### config.mk
export PLATFORM = sky130hd
export DESIGN_NAME = monitor_temperatura_param
export DESIGN_NICKNAME = d
export VERILOG_FILES = /design/src/rtl/monitor_temperatura_param.sv
export SDC_FILE = /design/constraint.sdc
export NUM_CORES = 1
export LEC_CHECK = 0
export ABC_AREA = 1
export BUFFER_PORTS_ARGS = -buffer_cell sky130_fd_sc_hd__buf_4
export CAP_MARGIN = 20
export CORE_MARGIN = 3
export CORE_UTILIZATION = 55
export DETAILED_ROUTE_END_ITERATION = 16
export GPL_ROUTABILITY_DRIVEN = 1
export PLACE_DENSITY = 0.86
export SLEW_MARGIN = 25
export SYNTH_ARGS = -nofsm -noshare
export SYNTH_HDL_FRONTEND = slang
export SYNTH_SLANG_ARGS = --single-unit
### constraint.sdc
create_clock -name clk -period 2.9 [get_ports clk]
set_input_delay 0.29 -clock clk [delete_from_list [all_inputs] [get_ports clk]]
set_output_delay 0.29 -clock clk [all_outputs]
set_load 0.02 [all_outputs]
### src/rtl/monitor_temperatura_param.sv
// Temperature supervisor: samples a W-bit temperature on a read-strobe edge,
// drives a fan with hysteresis, raises a qualified alarm after N consecutive
// over-threshold samples, and scans a 4-digit 7-segment display.
module monitor_temperatura_param #(
   parameter int W           = 5,
   parameter int T_VENT_ON   = 25,
   parameter int T_VENT_OFF  = 22,
   parameter int T_ALARMA    = 28,
   parameter int N_ALARMA    = 2,
   parameter int REFRESH_DIV = 50000
) (
   input  logic         clk,
   input  logic         reset,
   input  logic [W-1:0] temperatura,
   input  logic         en_m1,
   input  logic         lect,
   output logic         est_alarma,
   output logic         est_ventilador,
   output logic [3:0]   anodos,
   output logic [7:0]   catodos
);

   localparam logic [W-1:0] TH_ON_C     = W'(T_VENT_ON);
   localparam logic [W-1:0] TH_OFF_C    = W'(T_VENT_OFF);
   localparam logic [W-1:0] TH_ALARMA_C = W'(T_ALARMA);
   // One degree of hysteresis before leaving the alarm state
   localparam logic [W-1:0] TH_HIST_C   = W'(T_ALARMA - 1);
   localparam logic [3:0]   N_C         = 4'(N_ALARMA);
   localparam int           CNT_W       = $clog2(REFRESH_DIV);
   localparam logic [CNT_W-1:0] CNT_MAX_C = CNT_W'(REFRESH_DIV - 1);

   typedef enum logic [1:0] {
      ST_NORMAL     = 2'd0,
      ST_PRE_ALARMA = 2'd1,
      ST_ALARMA     = 2'd2
   } alarm_state_t;

   alarm_state_t     state_r, state_nx_s;
   logic [3:0]       count_r, count_nx_s;
   logic             lect_d_r;
   logic             accept_s;
   logic             over_s;
   logic [W-1:0]     temp_lat_r;
   logic             est_alarma_r, alarma_nx_s;
   logic             est_ventilador_r, vent_nx_s;
   logic [CNT_W-1:0] refresh_cnt_r;
   logic [1:0]       digit_idx_r;
   logic [3:0]       anodos_r, anodos_nx_s;
   logic [7:0]       catodos_r, catodos_nx_s;
   logic [6:0]       val_s;
   logic [3:0]       units_s, tens_s, hund_s;

   // Active-low segment pattern {dp,g,f,e,d,c,b,a} for a decimal digit
   function automatic logic [7:0] seg7(input logic [3:0] d);
      logic [7:0] s;
      case (d)
         4'd0:    s = 8'hC0;
         4'd1:    s = 8'hF9;
         4'd2:    s = 8'hA4;
         4'd3:    s = 8'hB0;
         4'd4:    s = 8'h99;
         4'd5:    s = 8'h92;
         4'd6:    s = 8'h82;
         4'd7:    s = 8'hF8;
         4'd8:    s = 8'h80;
         4'd9:    s = 8'h90;
         default: s = 8'hFF;
      endcase
      return s;
   endfunction

   // Only the enabled 0->1 transition of the strobe takes a sample
   assign accept_s = en_m1 & lect & ~lect_d_r;
   assign over_s   = (temperatura >= TH_ALARMA_C);

   // Fan hysteresis decision for the incoming sample
   always_comb begin
      vent_nx_s = est_ventilador_r;
      if (accept_s) begin
         if (temperatura >= TH_ON_C) begin
            vent_nx_s = 1'b1;
         end else if (temperatura <= TH_OFF_C) begin
            vent_nx_s = 1'b0;
         end else begin
            vent_nx_s = est_ventilador_r;
         end
      end else begin
         vent_nx_s = est_ventilador_r;
      end
   end

   // Alarm qualification FSM: next state, over-count and alarm flag
   always_comb begin
      state_nx_s  = state_r;
      count_nx_s  = count_r;
      alarma_nx_s = est_alarma_r;
      if (accept_s) begin
         case (state_r)
            ST_NORMAL: begin
               if (over_s) begin
                  count_nx_s = 4'd1;
                  if (N_C <= 4'd1) begin
                     state_nx_s  = ST_ALARMA;
                     alarma_nx_s = 1'b1;
                  end else begin
                     state_nx_s  = ST_PRE_ALARMA;
                     alarma_nx_s = 1'b0;
                  end
               end else begin
                  state_nx_s  = ST_NORMAL;
                  count_nx_s  = 4'd0;
                  alarma_nx_s = 1'b0;
               end
            end
            ST_PRE_ALARMA: begin
               if (over_s) begin
                  if ((count_r + 4'd1) >= N_C) begin
                     state_nx_s  = ST_ALARMA;
                     count_nx_s  = N_C;
                     alarma_nx_s = 1'b1;
                  end else begin
                     state_nx_s  = ST_PRE_ALARMA;
                     count_nx_s  = count_r + 4'd1;
                     alarma_nx_s = 1'b0;
                  end
               end else begin
                  state_nx_s  = ST_NORMAL;
                  count_nx_s  = 4'd0;
                  alarma_nx_s = 1'b0;
               end
            end
            ST_ALARMA: begin
               if (temperatura >= TH_HIST_C) begin
                  state_nx_s  = ST_ALARMA;
                  count_nx_s  = count_r;
                  alarma_nx_s = 1'b1;
               end else begin
                  state_nx_s  = ST_NORMAL;
                  count_nx_s  = 4'd0;
                  alarma_nx_s = 1'b0;
               end
            end
            default: begin
               state_nx_s  = ST_NORMAL;
               count_nx_s  = 4'd0;
               alarma_nx_s = 1'b0;
            end
         endcase
      end else begin
         state_nx_s  = state_r;
         count_nx_s  = count_r;
         alarma_nx_s = est_alarma_r;
      end
   end

   // Sample latch, strobe edge register, FSM state and registered outputs
   always_ff @(posedge clk) begin
      if (reset) begin
         lect_d_r         <= 1'b0;
         temp_lat_r       <= '0;
         state_r          <= ST_NORMAL;
         count_r          <= 4'd0;
         est_alarma_r     <= 1'b0;
         est_ventilador_r <= 1'b0;
      end else begin
         lect_d_r         <= lect;
         if (accept_s) begin
            temp_lat_r <= temperatura;
         end
         state_r          <= state_nx_s;
         count_r          <= count_nx_s;
         est_alarma_r     <= alarma_nx_s;
         est_ventilador_r <= vent_nx_s;
      end
   end

   // Decimal split of the latched value (at most 127)
   assign val_s   = 7'(temp_lat_r);
   assign hund_s  = 4'(val_s / 7'd100);
   assign tens_s  = 4'((val_s / 7'd10) % 7'd10);
   assign units_s = 4'(val_s % 7'd10);

   // Digit select and segment pattern for the digit currently scanned
   always_comb begin
      anodos_nx_s  = ~(4'b0001 << digit_idx_r);
      catodos_nx_s = 8'hFF;
      case (digit_idx_r)
         2'd0: catodos_nx_s = seg7(units_s);
         2'd1: begin
            if ((hund_s == 4'd0) && (tens_s == 4'd0)) begin
               catodos_nx_s = 8'hFF;
            end else begin
               catodos_nx_s = seg7(tens_s);
            end
         end
         2'd2: begin
            if (hund_s == 4'd0) begin
               catodos_nx_s = 8'hFF;
            end else begin
               catodos_nx_s = seg7(hund_s);
            end
         end
         2'd3: begin
            if (est_alarma_r) begin
               catodos_nx_s = 8'b1000_1000;
            end else if (est_ventilador_r) begin
               catodos_nx_s = 8'b1000_1110;
            end else begin
               catodos_nx_s = 8'hFF;
            end
         end
         default: catodos_nx_s = 8'hFF;
      endcase
   end

   // Refresh timer, digit index and registered display drive
   always_ff @(posedge clk) begin
      if (reset) begin
         refresh_cnt_r <= '0;
         digit_idx_r   <= 2'd0;
         anodos_r      <= 4'b1111;
         catodos_r     <= 8'hFF;
      end else begin
         if (refresh_cnt_r == CNT_MAX_C) begin
            refresh_cnt_r <= '0;
            digit_idx_r   <= digit_idx_r + 2'd1;
         end else begin
            refresh_cnt_r <= refresh_cnt_r + CNT_W'(1);
         end
         anodos_r  <= anodos_nx_s;
         catodos_r <= catodos_nx_s;
      end
   end

   assign est_alarma     = est_alarma_r;
   assign est_ventilador = est_ventilador_r;
   assign anodos         = anodos_r;
   assign catodos        = catodos_r;

endmodule

; Yosys cells after proc, flatten, opt, wreduce, memory -nomap -nowiden
; Memories as Yosys holds them, arrays and structs flattened.
; Cells that the tools add are included.
[word_totals]
ff_bits = 44
rom_bits = 336
input_bits = 9
out_inout_bits = 14
wordCells = 67
mem_count = 3
[op_classes]
add_sub_neg = 3
div_mod_pow = 4
magnitude_cmp = 5
eq_ne = 7
shifts = 1
mux = 21
bitwise = 4
n_reduce_logical = 9
[memory_table]
columns = memory, depth, width, read_ports, rd_ports_with_merged_regs, write_ports, line
row1 = (name not given), 16, 7, 1, 0, 0, 56  ; case (d)
row2 = (name not given), 16, 7, 1, 0, 0, 56
row3 = (name not given), 16, 7, 1, 0, 0, 56
[op_table]
columns = op, count
row1 = $pmux W8 S4, 1
row2 = $add A16 B1 Y16 const B, 1
row3 = $eq A16 B16 Y1 const B, 1
row4 = $mux W8, 2
row5 = $ge A5 B5 Y1 const B, 3
row6 = $mux W7, 2
row7 = $mux W4, 3
row8 = $pmux W4 S3, 1
row9 = $logic_not A4 Y1, 2
row10 = $div A5 B4 Y7 const B, 1
row11 = $div A5 B7 Y7 const B, 1
row12 = $mod A5 B4 Y7 const B, 1
row13 = $mod A7 B4 Y7 const B, 1
row14 = $mux W1, 7
row15 = $eq A2 B2 Y1 const B, 3
row16 = $mux W2, 3
row17 = $pmux W2 S3, 1
row18 = $le A5 B5 Y1 const B, 1
row19 = $add A4 B1 Y4 const B, 1
row20 = $eq A2 B1 Y1 const B, 2
row21 = $ge A4 B2 Y1 const B, 1
row22 = $logic_not A2 Y1, 2
row23 = $not A4 Y4, 1
row24 = $reduce_and A2 Y1, 2
row25 = other kinds (9), 10

; Longest topological paths before layout
; Gate-level depths: netlist of run 1.
[logic_depth]
word_depth = 6
mapped_depth = 23
depth_no_buf = 23

; Worst setup path after synthesis of run 1
; OpenSTA, ideal clock, no wires.
[synth_timing]
path_kind = flip-flop to flip-flop
startpoint = register temp_lat_r[2]
endpoint = register catodos_r[3] (netlist: catodos[3])
setup_ps = 112
arrival_time_ps = 2347
t_required_ps = 2788
path_slack_ps = 440
path_stages_with_launch = 22
path_buffers = 0
synth_period_minus_slack_ps = 2460
path_cell_list = dfxtp_1 > inv_1 > ha_1 > inv_1 > ha_1 > inv_2 > nand2_8 > nand2_2 > nand2_2 > ha_1 > inv_1 > nand3_2 > nand2_2 > clkinv_4 > nand3_1 > nand2_2 > ha_1 > nand3b_1 > nand3_1 > nand2_1 > nand2_1 > nand2_1
[synth_via]
elab_chain_cells = 6
word_cells_on_any_way = 13
classes_between = 4 x div / 3 x mux / 3 x reduce/logical / 3 x memory
[synth_rtl]
columns = element, line
row1 = from (decl), 43  ; logic [W-1:0] temp_lat_r;
row2 = from (signal assigned), 168  ; temp_lat_r <= temperatura;
row3 = "parallel branches: the longest is 5 deep, another holds $div A5 B4 Y7", n/a
row4 = $pmux W8 S4 *, 187  ; case (digit_idx_r)
row5 = to (signal assigned), 231  ; catodos_r <= catodos_nx_s;
row6 = to (decl), 49  ; logic [7:0] catodos_r, catodos_nx_s;
; Mark *: on every way between the ends.
; A chain may end at the register's enable or synchronous reset.

; Worst setup path after layout of run 1
; Same ends and word-level chain as after synthesis.

==> out/results.ini, run 1 <==
[logic_synthesis]
async_flop_share_pct=0
synth-simple-area-share_pct=29.6
synth_top_family_by_area=simple AND/OR/NAND/NOR gates
ys_seq_area_share_pct=35.4
synth_cells=326
synth_xor_area_share_pct=2.16
synth-edff-count=0
ys_ff_latch=43
avgSynthCellArea_um2=7.45
yosysWarnings=0
synth_compound_area_share_pct=11.4
synthAdderAreaFrac_pct=10.8
muxShareOfSynthArea_pct=0
synth_area_um2=2430
synth_fp_nets=356
synth_flop_cell=dfxtp_1
netlist-cell-type-count=38

[timing]
period_needed_ns=2.70
slew_violations=0
setup_slack_ns=0.198
finalSetupViolCount=0
post-route-period-util_pct=93.2
finalClockSkew_ns=0.0126
whs_ns=0.214
fin_tns_setup_ns=0
fmax_ghz=0.370
hold_violations=0

[placed_design]
hpwl_um=3600
placed_area_um2=2630
pre_cts_ws_ns=0.239
port_buffers=21
dp_cells=392
globalplace.congestion=0.855

[power]
power.switching_mw=0.393
pwr-share-comb_pct=19.1
p_total_mw=1.46
ir_drop_mv=0.438
powerDensity_nw_per_um2=526
power_frac_seq_pct=43.5
leakagePower_nw=1.25
cell_internal_pwr_mw=1.07
clockPowerShare_pct=37.4
power_switching_share_pct=26.9

[global_route]
grt_pass1_wl_um=8270
grt_pass1_vias=1962
grt_max_degree=15
antenna_found_initial=0
track_usage_pct=19.7
grt-ovfl-total=0

[die]
io_pins=23
rows=23
die_area_um2=5250
die_h_um=72.5
start_util_pct=58.6
die_w_um=72.5
coreArea_um2=4140

[route]
drtIter0Drc=105
routed_wl_um=4790
wire_per_inst_um=11.9
dr.pass1.iters=4
vias=2095
drc=0
ant_nets=0
viasPerCell=5.21

[cts]
cts_tree=done
numCtsBuffers=5
clock_latency_ns=0.30
clk_pin_slew_ns=0.08
clock-root-buffer=clkbuf_8
cts_htree_levels=2
clock_sinks=43
cts_buffer_depth=2

[flow_run]
max_cap_violations=0

[cells_and_area]
final_area_um2=2780
fin_util_pct=67.1
layout_common_cells=nand2_1 (55), inv_1 (50), dfxtp_1 (42), nand3_1 (28)
layout.cells.non_filler=402
final_common_cell=nand2_1
drive_gt1_share_pct=17.0
syn_to_final_growth_pct=14.5
nets=381
antennaDiodeCount=0

[run_status]
status=completed

[critical_path]
timing_worst_setup_path_type=flip-flop to flip-flop
critPathArrivalTime_ns=2.90
cp-start-kind=flip-flop
endpoint_kind=flip-flop
crit_fanout=7
timing.reg2reg.setup_slack_ns=0.20
cp.required_ns=3.10

[hold_path]
hold_path.class=input pin to flip-flop

==> critical path, stage by stage (launching register included) <==
cell,delay [ns]
dfxtp_2,0.35
inv_1,0.10
ha_1,0.16
inv_1,0.05
ha_1,0.18
inv_2,0.13
nand2_8,0.08
nand2_2,0.07
nand2_2,0.08
ha_1,0.21
inv_1,0.08
nand3_2,0.09
nand2_2,0.11
clkinv_4,0.08
nand3_1,0.08
nand2_2,0.08
ha_1,0.26
nand3b_1,0.18
nand3_1,0.08
nand2_1,0.06
nand2_1,0.05
nand2_1,0.04
==> cells in the mapped netlist (3+ instances only) <==
master	instances	area, um^2
o21ai_0	12	60.1
nand3_2	3	30.0
nand3_1	28	140
nand2_2	5	31.3
nor2_1	24	90.1
dfxtp_1	43	861
nor3_1	7	35.0
nand4_1	4	25.0
inv_2	7	26.3
nand2_4	6	67.6
ha_1	21	263
nand2_1	55	206
clkbuf_1	3	11.3
inv_1	50	188
a21oi_1	20	100
o21ai_1	5	25.0
o31ai_1	3	22.5
xor2_1	5	43.8
==> sequential cells by signal, summed over array words and instances (netlist names) <==
name	flops
refresh_cnt_r	16
catodos	7
temp_lat_r	5
anodos	4
count_r	4
digit_idx_r	2
state_r	2
est_alarma	1
est_ventilador	1
lect_d_r	1
==> area by class of cell <==
cell class              count  area, um^2
clock buffers               5        68.8
clock inverters             3        67.6
fillers                   360        1360
inverters                  59         226
multi-input cells         218        1310
flip-flops and latches     43         862
well taps                  50        62.6
repair buffers             24         180
==> cell families after synthesis <==
| logic type | Yosys count |
|---|---|
| flops | 43 |
| compound gates | 49 |
| other cells | 1 |
| xor+xnor | 6 |
| buf+inv | 65 |
| fa+ha+maj | 21 |
| simple gates | 141 |
==> layer usage <==
layer	vias to the layer above	share of wire (%)	track usage, %	wire length [um]
li1	1093	-	-	-
met5	-	0	0	0
met4	0	2.0	7.38	95
met2	38	50	35.2	2410
met3	11	3.9	4.16	185
met1	953	44	23.0	2100
==> path summary, 6_finish.rpt <==
path | start | end | cells past startpoint
worst max-delay path | temp_lat_r[2] | catodos[3] | 21
worst min-delay path | lect | lect_d_r | 3
worst max register to register | temp_lat_r[2] | catodos[3] | 21
worst min register to register | refresh_cnt_r[0] | refresh_cnt_r[0] | 1
==> power by group through the flow <==
| stage | registers, mW | clock network [mW] | logic (mW) |
|---|---|---|---|
| global route | 0.638 | 0.578 | 0.316 |
| CTS | 0.636 | 0.555 | 0.280 |
| global placement | 0.648 | 0 | 0.268 |
| floorplan | 0.672 | 0 | 0.175 |
| finish | 0.636 | 0.546 | 0.280 |
| detailed placement | 0.649 | 0 | 0.278 |
==> what timing repair did <==
action	CTS	global route
hold buffers	0	0
setup buffers	0	2
gates resized for setup	0	1
endpoints found under the setup margin	0	1
No activity file was read; power rests on OpenSTA's default activity.
==> run 2, diff against run 1 <==
MAX_ROUTING_LAYER = met4   (was not set)
==> run 2 against run 1 <==
  * Wire length unchanged
  * Cell area unchanged
  * Sequential share of layout area unchanged
  * Power about the same
  * Final cell count unchanged
  * Clock power about the same
  * Largest power group unchanged
==> out/results.ini, run 2 (same netlist as run 1, synthesis figures left out) <==
[placed_design]
hpwl_um=3600
port_buffers=21
globalplace.congestion=0.869
dp_cells=392

[route]
dr.pass1.iters=4
routed_wl_um=4790
viasPerCell=5.22
drc=0
wire_per_inst_um=11.9
ant_nets=0
drtIter0Drc=88
vias=2097

[cells_and_area]
syn_to_final_growth_pct=14.5
fillers=360
nets=381
top_register=refresh_cnt_r
drive_gt1_share_pct=17.0
layout_common_cells=nand2_1 (55), inv_1 (50), dfxtp_1 (42), nand3_1 (28)
largest_reg_flops=16
layout.cells.non_filler=402
fin_util_pct=67.1
antennaDiodeCount=0
final_common_cell=nand2_1

[power]
pwr-share-comb_pct=19.1
clockPowerShare_pct=37.4
p_total_mw=1.46
powerDensity_nw_per_um2=525
cell_internal_pwr_mw=1.07
power_frac_seq_pct=43.5
power_switching_share_pct=26.9
power.switching_mw=0.392
leakagePower_nw=1.25
ir_drop_mv=0.438

[timing]
finalSetupViolCount=0
period_needed_ns=2.70
whs_ns=0.214
finalClockSkew_ns=0.0124
slew_violations=0
fin_tns_setup_ns=0
hold_violations=0
post-route-period-util_pct=93.1
fmax_ghz=0.370

[global_route]
grt_use_met3_pct=4.16
track_usage_pct=20.3
grt_max_degree=15
grt.met2_usage_pct=35.1
grt-ovfl-total=0
grt_pass1_vias=1966
top_usage_layer=met2
antenna_found_initial=0
grt_pass1_wl_um=8270
use_met1_pct=23.1

[hold_path]
holdPathStages=3
hold_path.class=input pin to flip-flop

[run_status]
status=completed

[critical_path]
critPathMaxStageDelay_ns=0.35
rr_worst_depth=21
cp.required_ns=3.10
critPathArrivalTime_ns=2.90
critPathBufInv=5
cp.depth=21
endpoint_kind=flip-flop
cp_top_family=simple AND/OR/NAND/NOR gates
path_cells=inv_1 -> ha_1 -> inv_1 -> ha_1 -> inv_2 -> nand2_8 -> nand2_2 -> nand2_2 -> ha_1 -> inv_1 -> nand3_2 -> nand2_2 -> clkinv_4 -> nand3_1 -> nand2_2 -> ha_1 -> nand3b_1 -> nand3_1 -> nand2_1 -> nand2_1 -> nand2_1
crit_fanout=7
timing_worst_setup_path_type=flip-flop to flip-flop
cpMaxStageDelayCell=dfxtp_2
cp-start-kind=flip-flop

[cts]
clock_latency_ns=0.30
clock-root-buffer=clkbuf_8
clock_sinks=43
cts_htree_levels=2
cts_tree=done
cts_buffer_depth=2
clk_pin_slew_ns=0.08
numCtsBuffers=5

[die]
rows=23
die_area_um2=5250
die_w_um=72.5
coreArea_um2=4140
io_pins=23
die_h_um=72.5
start_util_pct=58.6

[flow_run]
max_cap_violations=0

run 2: cell counts in the layout (fill, tap and decap cells not counted):
Identical to the previous run, type by type.
run 2: final cells by class:
type	instances	area (um^2)	share of cell area, %
inverters	59	226	8.14
clock inverters	3	67.6	2.43
clock buffers	5	68.8	2.47
flip-flops and latches	43	862	31.0
multi-input cells	218	1310	47.2
well taps	50	62.6	2.25
repair buffers	24	180	6.48
run 2: timing repair:
item / 4_1_cts / 5_1_grt
hold buffers: 0 / 0
setup endpoints to repair: 0 / 1
gates resized for setup: 0 / 1
hold endpoints to repair: 0 / 0
setup buffers: 0 / 2
run 2: final timing paths:
kind | endpoint | from | slack [ns]
min | lect_d_r | lect | 0.21
max reg2reg | catodos[3] | temp_lat_r[2] | 0.20
min reg2reg | refresh_cnt_r[0] | refresh_cnt_r[0] | 0.45
max | catodos[3] | temp_lat_r[2] | 0.20
run 2: worst min-delay path, cell delays in order:
cell and delay [ns]:
buf_4 0.08, inv_1 0.03, nor2_1 0.06
run 2: power groups by stage:
stage	Sequential (mW)	Combinational [mW]	Clock [mW]
after floorplan	0.672	0.175	0
after global placement	0.648	0.268	0
after detailed placement	0.649	0.278	0
after CTS	0.636	0.280	0.555
after global routing	0.638	0.316	0.578
final	0.636	0.280	0.546
run 2: through the flow:
| step | worst slack [ns] | cell area, um^2 |
|---|---|---|
| floorplan | 0.440 | 2430 |
| global placement | 0.347 | 2630 |
| detailed placement | 0.239 | 2630 |
| CTS | 0.192 | 2770 |
| global route | -0.0104 | 2780 |
| finish | 0.200 | 2780 |
run 2: routing by layer:
metal	up-vias	wire [um]
li1	1095	-
met1	953	2090
met2	38	2420
met3	11	185
met4	0	95
met5	-	0
